`config.mk`:
```
export PLATFORM = sky130hd
export DESIGN_NAME = counter_handshake_env
export DESIGN_NICKNAME = d
export VERILOG_FILES = /design/src/rtl/counter_handshake_env.sv
export SDC_FILE = /design/constraint.sdc
export NUM_CORES = 1
export LEC_CHECK = 0
export ABC_CLOCK_PERIOD_IN_PS = 3000
export CAP_MARGIN = 5
export CORE_MARGIN = 3
export CORE_UTILIZATION = 50
export CTS_CLUSTER_SIZE = 10
export DETAILED_ROUTE_END_ITERATION = 10
export PLACE_DENSITY = 0.75
export REMOVE_ABC_BUFFERS = 1
export SYNTH_ARGS = -nofsm -noshare
export SYNTH_HDL_FRONTEND = slang
export SYNTH_SLANG_ARGS = --single-unit
export TNS_END_PERCENT = 5
```
`constraint.sdc`:
```
create_clock -name clk -period 3 [get_ports clk]
set_input_delay 0.3 -clock clk [delete_from_list [all_inputs] [get_ports clk]]
set_output_delay 0.3 -clock clk [all_outputs]
set_load 0.05 [all_outputs]
```
`src/rtl/counter_handshake_env.sv`:
```
`default_nettype none
// ============================================================================
//  Module   : counter_handshake_env
//  Brief    : Clocked 4-phase environment for an asynchronous handshake
//             counter chain. Initiates a programmed number of handshakes on
//             the chain's input channel (ri/ai), acknowledges every handshake
//             on its output channel (ro/ao), counts both and flags protocol
//             violations and ai timeouts.
//  Revision : 1.0 - initial release
// ============================================================================
module counter_handshake_env #(
  parameter int CNT_W       = 16,
  parameter int SYNC_STAGES = 2,
  parameter int ACK_DELAY   = 1,
  parameter int TIMEOUT     = 1023
) (
  input  logic             clk,
  input  logic             rst_n,
  input  logic             start,
  input  logic [CNT_W-1:0] n_req,
  output logic             busy,
  output logic             done,
  output logic             ri,
  input  logic             ai,
  input  logic             ro,
  output logic             ao,
  output logic [CNT_W-1:0] req_count,
  output logic [CNT_W-1:0] out_count,
  output logic             proto_err,
  output logic [1:0]       err_code
);

  // --------------------------------------------------------------------------
  // Constants
  // --------------------------------------------------------------------------
  localparam int c_tmo_w = (TIMEOUT > 1) ? $clog2(TIMEOUT + 1) : 1;
  localparam int c_dly_w = (ACK_DELAY > 1) ? $clog2(ACK_DELAY) : 1;

  localparam logic [c_tmo_w-1:0] c_tmo_max  = c_tmo_w'(TIMEOUT);
  localparam logic [c_dly_w-1:0] c_dly_last = c_dly_w'((ACK_DELAY > 0) ? ACK_DELAY - 1 : 0);

  localparam logic [1:0] c_err_tmo  = 2'b01;
  localparam logic [1:0] c_err_spur = 2'b10;
  localparam logic [1:0] c_err_ro   = 2'b11;

  typedef enum logic [2:0] {
    IN_IDLE   = 3'd0,
    IN_REQ_UP = 3'd1,
    IN_REQ_DN = 3'd2,
    IN_FIN    = 3'd3,
    IN_ERR    = 3'd4
  } in_state_t;

  typedef enum logic [1:0] {
    OUT_WAIT_RISE = 2'd0,
    OUT_DELAY     = 2'd1,
    OUT_ACK       = 2'd2,
    OUT_WAIT_FALL = 2'd3
  } out_state_t;

  // --------------------------------------------------------------------------
  // Synchronisers for the asynchronous ai / ro inputs
  // --------------------------------------------------------------------------
  logic [SYNC_STAGES-1:0] ai_sync_q, ai_sync_d;
  logic [SYNC_STAGES-1:0] ro_sync_q, ro_sync_d;
  logic                   ai_prev_q, ai_prev_d;
  logic                   ai_s;
  logic                   ro_s;

  assign ai_s = ai_sync_q[SYNC_STAGES-1];
  assign ro_s = ro_sync_q[SYNC_STAGES-1];

  // Shift the raw inputs through the synchroniser chains; ai_prev gives the
  // previous synchronised ai level for rising-edge detection.
  always_comb begin
    ai_sync_d = {ai_sync_q[SYNC_STAGES-2:0], ai};
    ro_sync_d = {ro_sync_q[SYNC_STAGES-2:0], ro};
    ai_prev_d = ai_s;
  end

  // Synchroniser and edge-detect flops.
  always_ff @(posedge clk or negedge rst_n) begin
    if (!rst_n) begin
      ai_sync_q <= '0;
      ro_sync_q <= '0;
      ai_prev_q <= 1'b0;
    end else begin
      ai_sync_q <= ai_sync_d;
      ro_sync_q <= ro_sync_d;
      ai_prev_q <= ai_prev_d;
    end
  end

  // --------------------------------------------------------------------------
  // State registers (declared up front so the error detector can see both)
  // --------------------------------------------------------------------------
  in_state_t          in_state_q, in_state_d;
  logic               ri_q, ri_d;
  logic               busy_q, busy_d;
  logic               done_q, done_d;
  logic [CNT_W-1:0]   n_req_q, n_req_d;
  logic [CNT_W-1:0]   req_count_q, req_count_d;
  logic [c_tmo_w-1:0] tmo_cnt_q, tmo_cnt_d;
  logic               proto_err_q, proto_err_d;
  logic [1:0]         err_code_q, err_code_d;

  out_state_t         out_state_q, out_state_d;
  logic               ao_q, ao_d;
  logic [c_dly_w-1:0] dly_cnt_q, dly_cnt_d;
  logic [CNT_W-1:0]   out_count_q, out_count_d;

  // --------------------------------------------------------------------------
  // Protocol error detection
  // --------------------------------------------------------------------------
  logic             err_tmo;
  logic             err_spur;
  logic             err_ro;
  logic             any_err;
  logic [CNT_W-1:0] req_next;

  assign req_next = req_count_q + 1'b1;

  // Timeout fires once the wait counter has already spent TIMEOUT cycles and
  // the awaited level is still absent; a rising ai_s is only legal in REQ_UP.
  always_comb begin
    err_tmo  = (((in_state_q == IN_REQ_UP) && !ai_s) ||
                ((in_state_q == IN_REQ_DN) &&  ai_s)) &&
               (tmo_cnt_q == c_tmo_max);
    err_spur = ai_s && !ai_prev_q &&
               ((in_state_q == IN_IDLE) || (in_state_q == IN_REQ_DN) ||
                (in_state_q == IN_FIN));
    err_ro   = (out_state_q == OUT_DELAY) && !ro_s;
    any_err  = err_tmo || err_spur || err_ro;
  end

  // Sticky error flag: only the first error is recorded.
  always_comb begin
    proto_err_d = proto_err_q;
    err_code_d  = err_code_q;
    if (!proto_err_q && any_err) begin
      proto_err_d = 1'b1;
      if (err_tmo) begin
        err_code_d = c_err_tmo;
      end else if (err_spur) begin
        err_code_d = c_err_spur;
      end else begin
        err_code_d = c_err_ro;
      end
    end
  end

  // --------------------------------------------------------------------------
  // Input-channel initiator FSM
  // --------------------------------------------------------------------------
  // Next-state logic; outputs are computed for the state being entered so
  // that ri/busy/done come straight from flops.
  always_comb begin
    in_state_d  = in_state_q;
    ri_d        = ri_q;
    busy_d      = busy_q;
    done_d      = 1'b0;
    n_req_d     = n_req_q;
    req_count_d = req_count_q;
    tmo_cnt_d   = tmo_cnt_q;

    unique case (in_state_q)
      IN_IDLE: begin
        if (start) begin
          n_req_d     = n_req;
          req_count_d = '0;
          tmo_cnt_d   = '0;
          if (n_req == '0) begin
            in_state_d = IN_FIN;
            busy_d     = 1'b0;
            done_d     = 1'b1;
          end else begin
            in_state_d = IN_REQ_UP;
            busy_d     = 1'b1;
            ri_d       = 1'b1;
          end
        end
      end
      IN_REQ_UP: begin
        if (ai_s) begin
          in_state_d = IN_REQ_DN;
          ri_d       = 1'b0;
          tmo_cnt_d  = '0;
        end else begin
          tmo_cnt_d  = tmo_cnt_q + 1'b1;
        end
      end
      IN_REQ_DN: begin
        if (!ai_s) begin
          req_count_d = req_next;
          tmo_cnt_d   = '0;
          if (req_next == n_req_q) begin
            in_state_d = IN_FIN;
            busy_d     = 1'b0;
            done_d     = 1'b1;
          end else begin
            in_state_d = IN_REQ_UP;
            ri_d       = 1'b1;
          end
        end else begin
          tmo_cnt_d = tmo_cnt_q + 1'b1;
        end
      end
      IN_FIN: begin
        // start here is deliberately not looked at
        in_state_d = IN_IDLE;
      end
      IN_ERR: begin
        // Terminal until reset: ri and busy simply hold
      end
      default: begin
        in_state_d = IN_IDLE;
      end
    endcase

    // Any error freezes the initiator where it stands.
    if (any_err && (in_state_q != IN_ERR)) begin
      in_state_d  = IN_ERR;
      ri_d        = ri_q;
      busy_d      = 1'b1;
      done_d      = 1'b0;
      n_req_d     = n_req_q;
      req_count_d = req_count_q;
      tmo_cnt_d   = tmo_cnt_q;
    end
  end

  // Initiator and error flops.
  always_ff @(posedge clk or negedge rst_n) begin
    if (!rst_n) begin
      in_state_q  <= IN_IDLE;
      ri_q        <= 1'b0;
      busy_q      <= 1'b0;
      done_q      <= 1'b0;
      n_req_q     <= '0;
      req_count_q <= '0;
      tmo_cnt_q   <= '0;
      proto_err_q <= 1'b0;
      err_code_q  <= 2'b00;
    end else begin
      in_state_q  <= in_state_d;
      ri_q        <= ri_d;
      busy_q      <= busy_d;
      done_q      <= done_d;
      n_req_q     <= n_req_d;
      req_count_q <= req_count_d;
      tmo_cnt_q   <= tmo_cnt_d;
      proto_err_q <= proto_err_d;
      err_code_q  <= err_code_d;
    end
  end

  // --------------------------------------------------------------------------
  // Output-channel responder FSM (free running, never gated by busy/errors)
  // --------------------------------------------------------------------------
  // Next-state logic; ao is set on entry to ACK and cleared on ro_s fall.
  always_comb begin
    out_state_d = out_state_q;
    ao_d        = ao_q;
    dly_cnt_d   = dly_cnt_q;
    out_count_d = out_count_q;

    unique case (out_state_q)
      OUT_WAIT_RISE: begin
        if (ro_s) begin
          if (ACK_DELAY == 0) begin
            out_state_d = OUT_ACK;
            ao_d        = 1'b1;
          end else begin
            out_state_d = OUT_DELAY;
            dly_cnt_d   = '0;
          end
        end
      end
      OUT_DELAY: begin
        if (!ro_s) begin
          // Request withdrawn before acknowledge: abandon this handshake
          out_state_d = OUT_WAIT_RISE;
        end else if (dly_cnt_q == c_dly_last) begin
          out_state_d = OUT_ACK;
          ao_d        = 1'b1;
        end else begin
          dly_cnt_d = dly_cnt_q + 1'b1;
        end
      end
      OUT_ACK: begin
        out_state_d = OUT_WAIT_FALL;
      end
      OUT_WAIT_FALL: begin
        if (!ro_s) begin
          out_state_d = OUT_WAIT_RISE;
          ao_d        = 1'b0;
          out_count_d = out_count_q + 1'b1;
        end
      end
      default: begin
        out_state_d = OUT_WAIT_RISE;
        ao_d        = 1'b0;
      end
    endcase
  end

  // Responder flops.
  always_ff @(posedge clk or negedge rst_n) begin
    if (!rst_n) begin
      out_state_q <= OUT_WAIT_RISE;
      ao_q        <= 1'b0;
      dly_cnt_q   <= '0;
      out_count_q <= '0;
    end else begin
      out_state_q <= out_state_d;
      ao_q        <= ao_d;
      dly_cnt_q   <= dly_cnt_d;
      out_count_q <= out_count_d;
    end
  end

  // --------------------------------------------------------------------------
  // Outputs
  // --------------------------------------------------------------------------
  assign ri        = ri_q;
  assign busy      = busy_q;
  assign done      = done_q;
  assign ao        = ao_q;
  assign req_count = req_count_q;
  assign out_count = out_count_q;
  assign proto_err = proto_err_q;
  assign err_code  = err_code_q;

endmodule
`default_nettype wire
```
## Word-level counts from Yosys, hierarchy flattened

Index checks and enable logic that the tools add are counted.

- Bits in registers: 76
- Logic and storage cells: 129

- Add/subtract/negate cells: 4
- Eq/ne operators: 25
- Muxes and demuxes: 47
- Bitwise logic cells: 2
- Reductions and logical operators: 35

Operator list:

| kind | number |
|---|---|
| adder 16 x 1 -> 16 bit (second input constant) | 2 |
| two-way mux 16 bit | 2 |
| one-hot mux 16 bit (2 select lines) | 1 |
| two-way mux 10 bit | 3 |
| one-hot mux 10 bit (3 select lines) | 1 |
| two-way mux 1 bit | 22 |
| inequality test 2 bit (second input constant) | 10 |
| equality test 16 bit | 1 |
| zero test 16 bit | 1 |
| AND reduction 4 bit | 4 |
| two-way mux 2 bit | 7 |
| two-way mux 3 bit | 4 |
| one-hot mux 3 bit (4 select lines) | 1 |
| AND reduction 3 bit | 4 |
| adder 10 x 1 -> 10 bit (second input constant) | 1 |
| equality test 10 bit (second input constant) | 1 |
| inequality test 3 x 2 -> 1 bit (second input constant) | 3 |
| logical AND 1 bit | 8 |
| one-hot mux 1 bit (2 select lines) | 4 |
| one-hot mux 2 bit (4 select lines) | 1 |
| AND reduction 7 bit | 1 |
| equality test 3 x 2 -> 1 bit (second input constant) | 2 |
| inequality test 3 bit (second input constant) | 2 |
| nonzero test 2 bit | 3 |
| other kinds (14) | 24 |

## Logic depth before layout (Yosys ltp)

- Depth in word-level cells: 9
- Mapped depth: 11
- Gate-level depth less buffers: 8

## Least setup slack after synthesis

OpenSTA, ideal clock, no wires.

- Path kind: register to register
- Start: register req_count_q[0] (netlist: req_count[0])
- End: register ri_q (netlist: ri)
- Setup time: 0.125 ns
- Arrival time: 2.793 ns
- Setup slack: 0.082 ns
- Cell stages (with the launch flop): 10
- Buffers on the path: 1
- Clock period less this slack: 2.918 ns
- Path through: dfrtp_1 ha_1 nand3_1 buf_2 nor4_1 xnor2_1 o2111ai_1 nor3_4 a21oi_2 mux2_4

- Longest elaborated chain between the ends: 4

Ends and longest elaborated chain:

| element | line | text |
|---|---|---|
| start, declared | 102 | `logic [CNT_W-1:0] req_count_q, req_count_d;` |
| start signal, assigned | 250 | `req_count_q <= req_count_d;` |
| adder 16 x 1 -> 16 bit | 121 | `assign req_next = req_count_q + 1'b1;` |
| equality test 16 bit | 196 | `if (req_next == n_req_q) begin` |
| inequality test 2 bit (no source line) | -- |  |
| AND reduction 7 bit (no source line) | -- |  |
| end signal, assigned | 246 | `ri_q <= ri_d;` |
| end, declared | 98 | `logic ri_q, ri_d;` |

No other way between the ends.
A chain may end at the register's enable or synchronous reset.

## Final worst setup path

- Start: register req_count_q[4] (netlist: req_count[4])
- End: register busy_q (netlist: busy)

- Longest elaborated chain between the ends: 4

Ends and longest elaborated chain:

| element | line | text |
|---|---|---|
| adder 16 x 1 -> 16 bit | 121 |  |
| equality test 16 bit | 196 |  |
| inequality test 3 x 1 -> 1 bit (no source line) | -- |  |
| AND reduction 4 bit (no source line) | -- |  |
| end signal, assigned | 247 | `busy_q <= busy_d;` |
| end, declared | 99 | `logic busy_q, busy_d;` |

No other way between the ends.

==> out/results.ini <==
[critical_path]
cpMaxStageDelayCell=dfrtp_1
max_stage_delay_ns=0.58
cp_max_fo=11
worstSetupEndpointType=register
critical_path.top_delay_family=simple AND/OR/NAND/NOR gates
crit_buf_inv=0
cp.arrival_ns=2.94
worstPathCellList=nand4_4 -> nor4_1 -> nor3b_1 -> or4_4 -> nor3_1 -> a21boi_0 -> o221a_2
path_class=register to register
r2r_slack_ns=0.30
critPathLaunchType=register
cp.required_ns=3.24

[global_route]
antenna_found_initial=0
grt_max_degree=76
overflow=0
grt_pass1_vias=3251
grt_pass1_wl_um=15930
grt_use_total_pct=22.27

[synth]
post-synth-top-area-cell=dfrtp_1
synth_area_leaders=dfrtp_1 (47%), mux2_2 (5.3%), o21ai_0 (5.1%), xnor2_1 (4.3%), nand2_1 (3.1%)
async_flop_share_pct=100.0
synth_fa_ha_area_share_pct=0.9311
synth_top_area_share_pct=46.55
synth_mux_area_share_pct=5.928
synth_top_family_by_area=simple AND/OR/NAND/NOR gates
ys_seq_area_share_pct=46.55
synth_ff_type=dfrtp_1
synth-compound-area-share_pct=12.88
postSynthAreaPerCell_um2=9.644
syn_area_um2=4031
synth_edf_count=0
synth_xor_xnor_area_share_pct=7.169
ys_warn_count=0
postSynthCellCount=418
ys_seq_elements=75
ys_types=57
yosys.area_share.simple_pct=23.31

[floorplanning]
start_util_pct=51.90
die_x_um=95.79
dieArea_um2=9176
io_pins=60
die_h_um=95.79
core_area_um2=7767
core.rowCount=32

[clock_network]
cts_tree=done
cts-hold-fix-buffers=0
cts.sinks=75
post_cts_resized=0
clk_pin_slew_ns=0.08
cts_buffer_depth=2
clk_latency_ns=0.35
htreeDepth=3
cts_setup_buffers=0
cts_root_buf=clkbuf_8
cts_made_buffers=9

[sta]
slew_violations=0
skew_ns=0.009506
max_clock_freq_mhz=370.1
tightest_slew_ns=0.9237
hold_viol_final=0
fin_tns_setup_ns=0
setup_viol_count_final=0
holdWs_ns=0.07171
min_period_ns=2.702
relSlewSlack_pct=38.42
rsz0062_at_grt=no
fin_crit_sh_pct=90.07

[cells_and_area]
area_growth_pct=24.67
final_cell_mix=dfrtp_1 (75), clkdlybuf4s50_1 (58), o21ai_0 (41), nand2_1 (33), nor2_1 (32)
stdcell_area_um2=5026
drive_above_1_share_pct=13.35
final_nets=506
diodes=0
final_common_cell=dfrtp_1

[placed_design]
portBuffers=59
post_dp_cell_area_um2=4752
place_congestion=0.8454
dp.final_hpwl_um=6650

[routing]
drt-pass1-iter-count=6
drtAntennaViolNets=0
wl_per_cell_um=16.00
vias_per_cell=5.796
routed-via-count=3414
drc=0
first_iter_violations=254
routed_wl_um=9424

[run]
cap_violations=0

[pwr]
peakVddDrop_uv=501.8
power_density_nw_per_um2=735.1
power_leakage_nw=2.039
power.total_mw=3.695

[worst_hold_path]
min_path_type=primary input to async pin

[outcome]
outcome=finished clean

-- cells in the mapped netlist, drive strengths merged, types with 12 or more instances --
library cell   n
xor2          13
nand3         19
xnor2         20
a21oi         13
nor2          32
nor3          18
dfrtp         75
o21ai         41
buf           12
mux2          20
nand4         13
nand2         33
-- routing by layer --
layer / up-vias / share of wire [%] / global-route usage [%]
met1: 1637 / 46 / 30.14
met5: - / 0 / 0
met4: 0 / 3.2 / 10.55
met2: 111 / 46 / 34.11
li1: 1638 / - / -
met3: 28 / 5.6 / 4.691
-- layout make-up --
class | instances | area [um2]
inverter | 10 | 37.54
timing repair buffer | 72 | 685.7
multi-input combinational | 314 | 2024
sequential | 75 | 1877
tap | 102 | 127.6
fill | 635 | 2741
clock buffer | 10 | 137.6
clock inverter | 6 | 136.4
-- worst reg2reg max path, delay by kind of cell (launching register included) --
kind	cells	cell delay [ns]
compound gates	2	0.41
simple gates	5	1.60
flops	1	0.58
-- flip-flops by register name, indices dropped and copies added (netlist names), 2 cells and up, named ones only --
name and flops:
out_count 16, n_req_q 16, err_code 2, ai_sync_q 2, tmo_cnt_q 10, in_state_q 3
req_count 16, ro_sync_q 2
-- cells by family after synthesis --
family,after synthesis
AOI/OAI and AO/OA,85
adders and majority gates,3
DFF,75
buffers and inverters,29
xor gates and xnor gates,33
muxes,21
and+or+nand+nor,172
-- power by group --
group          internal [mW]  switching (mW)  total (mW)
clock                  0.661           0.391        1.05
combinational          0.532           0.672        1.20
sequential              1.22           0.218        1.44
total                   2.41            1.28        3.69
-- worst paths after layout --
| kind | startpoint | endpoint | cells after the start |
|---|---|---|---|
| worst min register to register | ro_sync_q[0]$_DFF_PN0_ | ro_sync_q[1]$_DFF_PN0_ | 0 |
| min in group clk | ro_sync_q[0]$_DFF_PN0_ | ro_sync_q[1]$_DFF_PN0_ | 0 |
| worst min-delay path | rst_n | req_count[11]$_DFFE_PN0P_ | 1 |
| worst max-delay path | req_count[4]$_DFFE_PN0P_ | busy$_DFFE_PN0P_ | 7 |
| worst max register to register | req_count[4]$_DFFE_PN0P_ | busy$_DFFE_PN0P_ | 7 |
| max in group asynchronous | rst_n | n_req_q[0]$_DFFE_PN0P_ | 1 |
-- metrics by stage --
step	std cells	worst slack, ns	utilization (%)
final	589	0.2978	64.71
after floorplan	399	-0.02220	-
after global routing	589	0.03741	64.71
after CTS	589	0.2962	64.71
after global placement	573	0.4055	61.18
after detailed placement	573	0.3171	61.18
(Power assumes the default switching activity.)
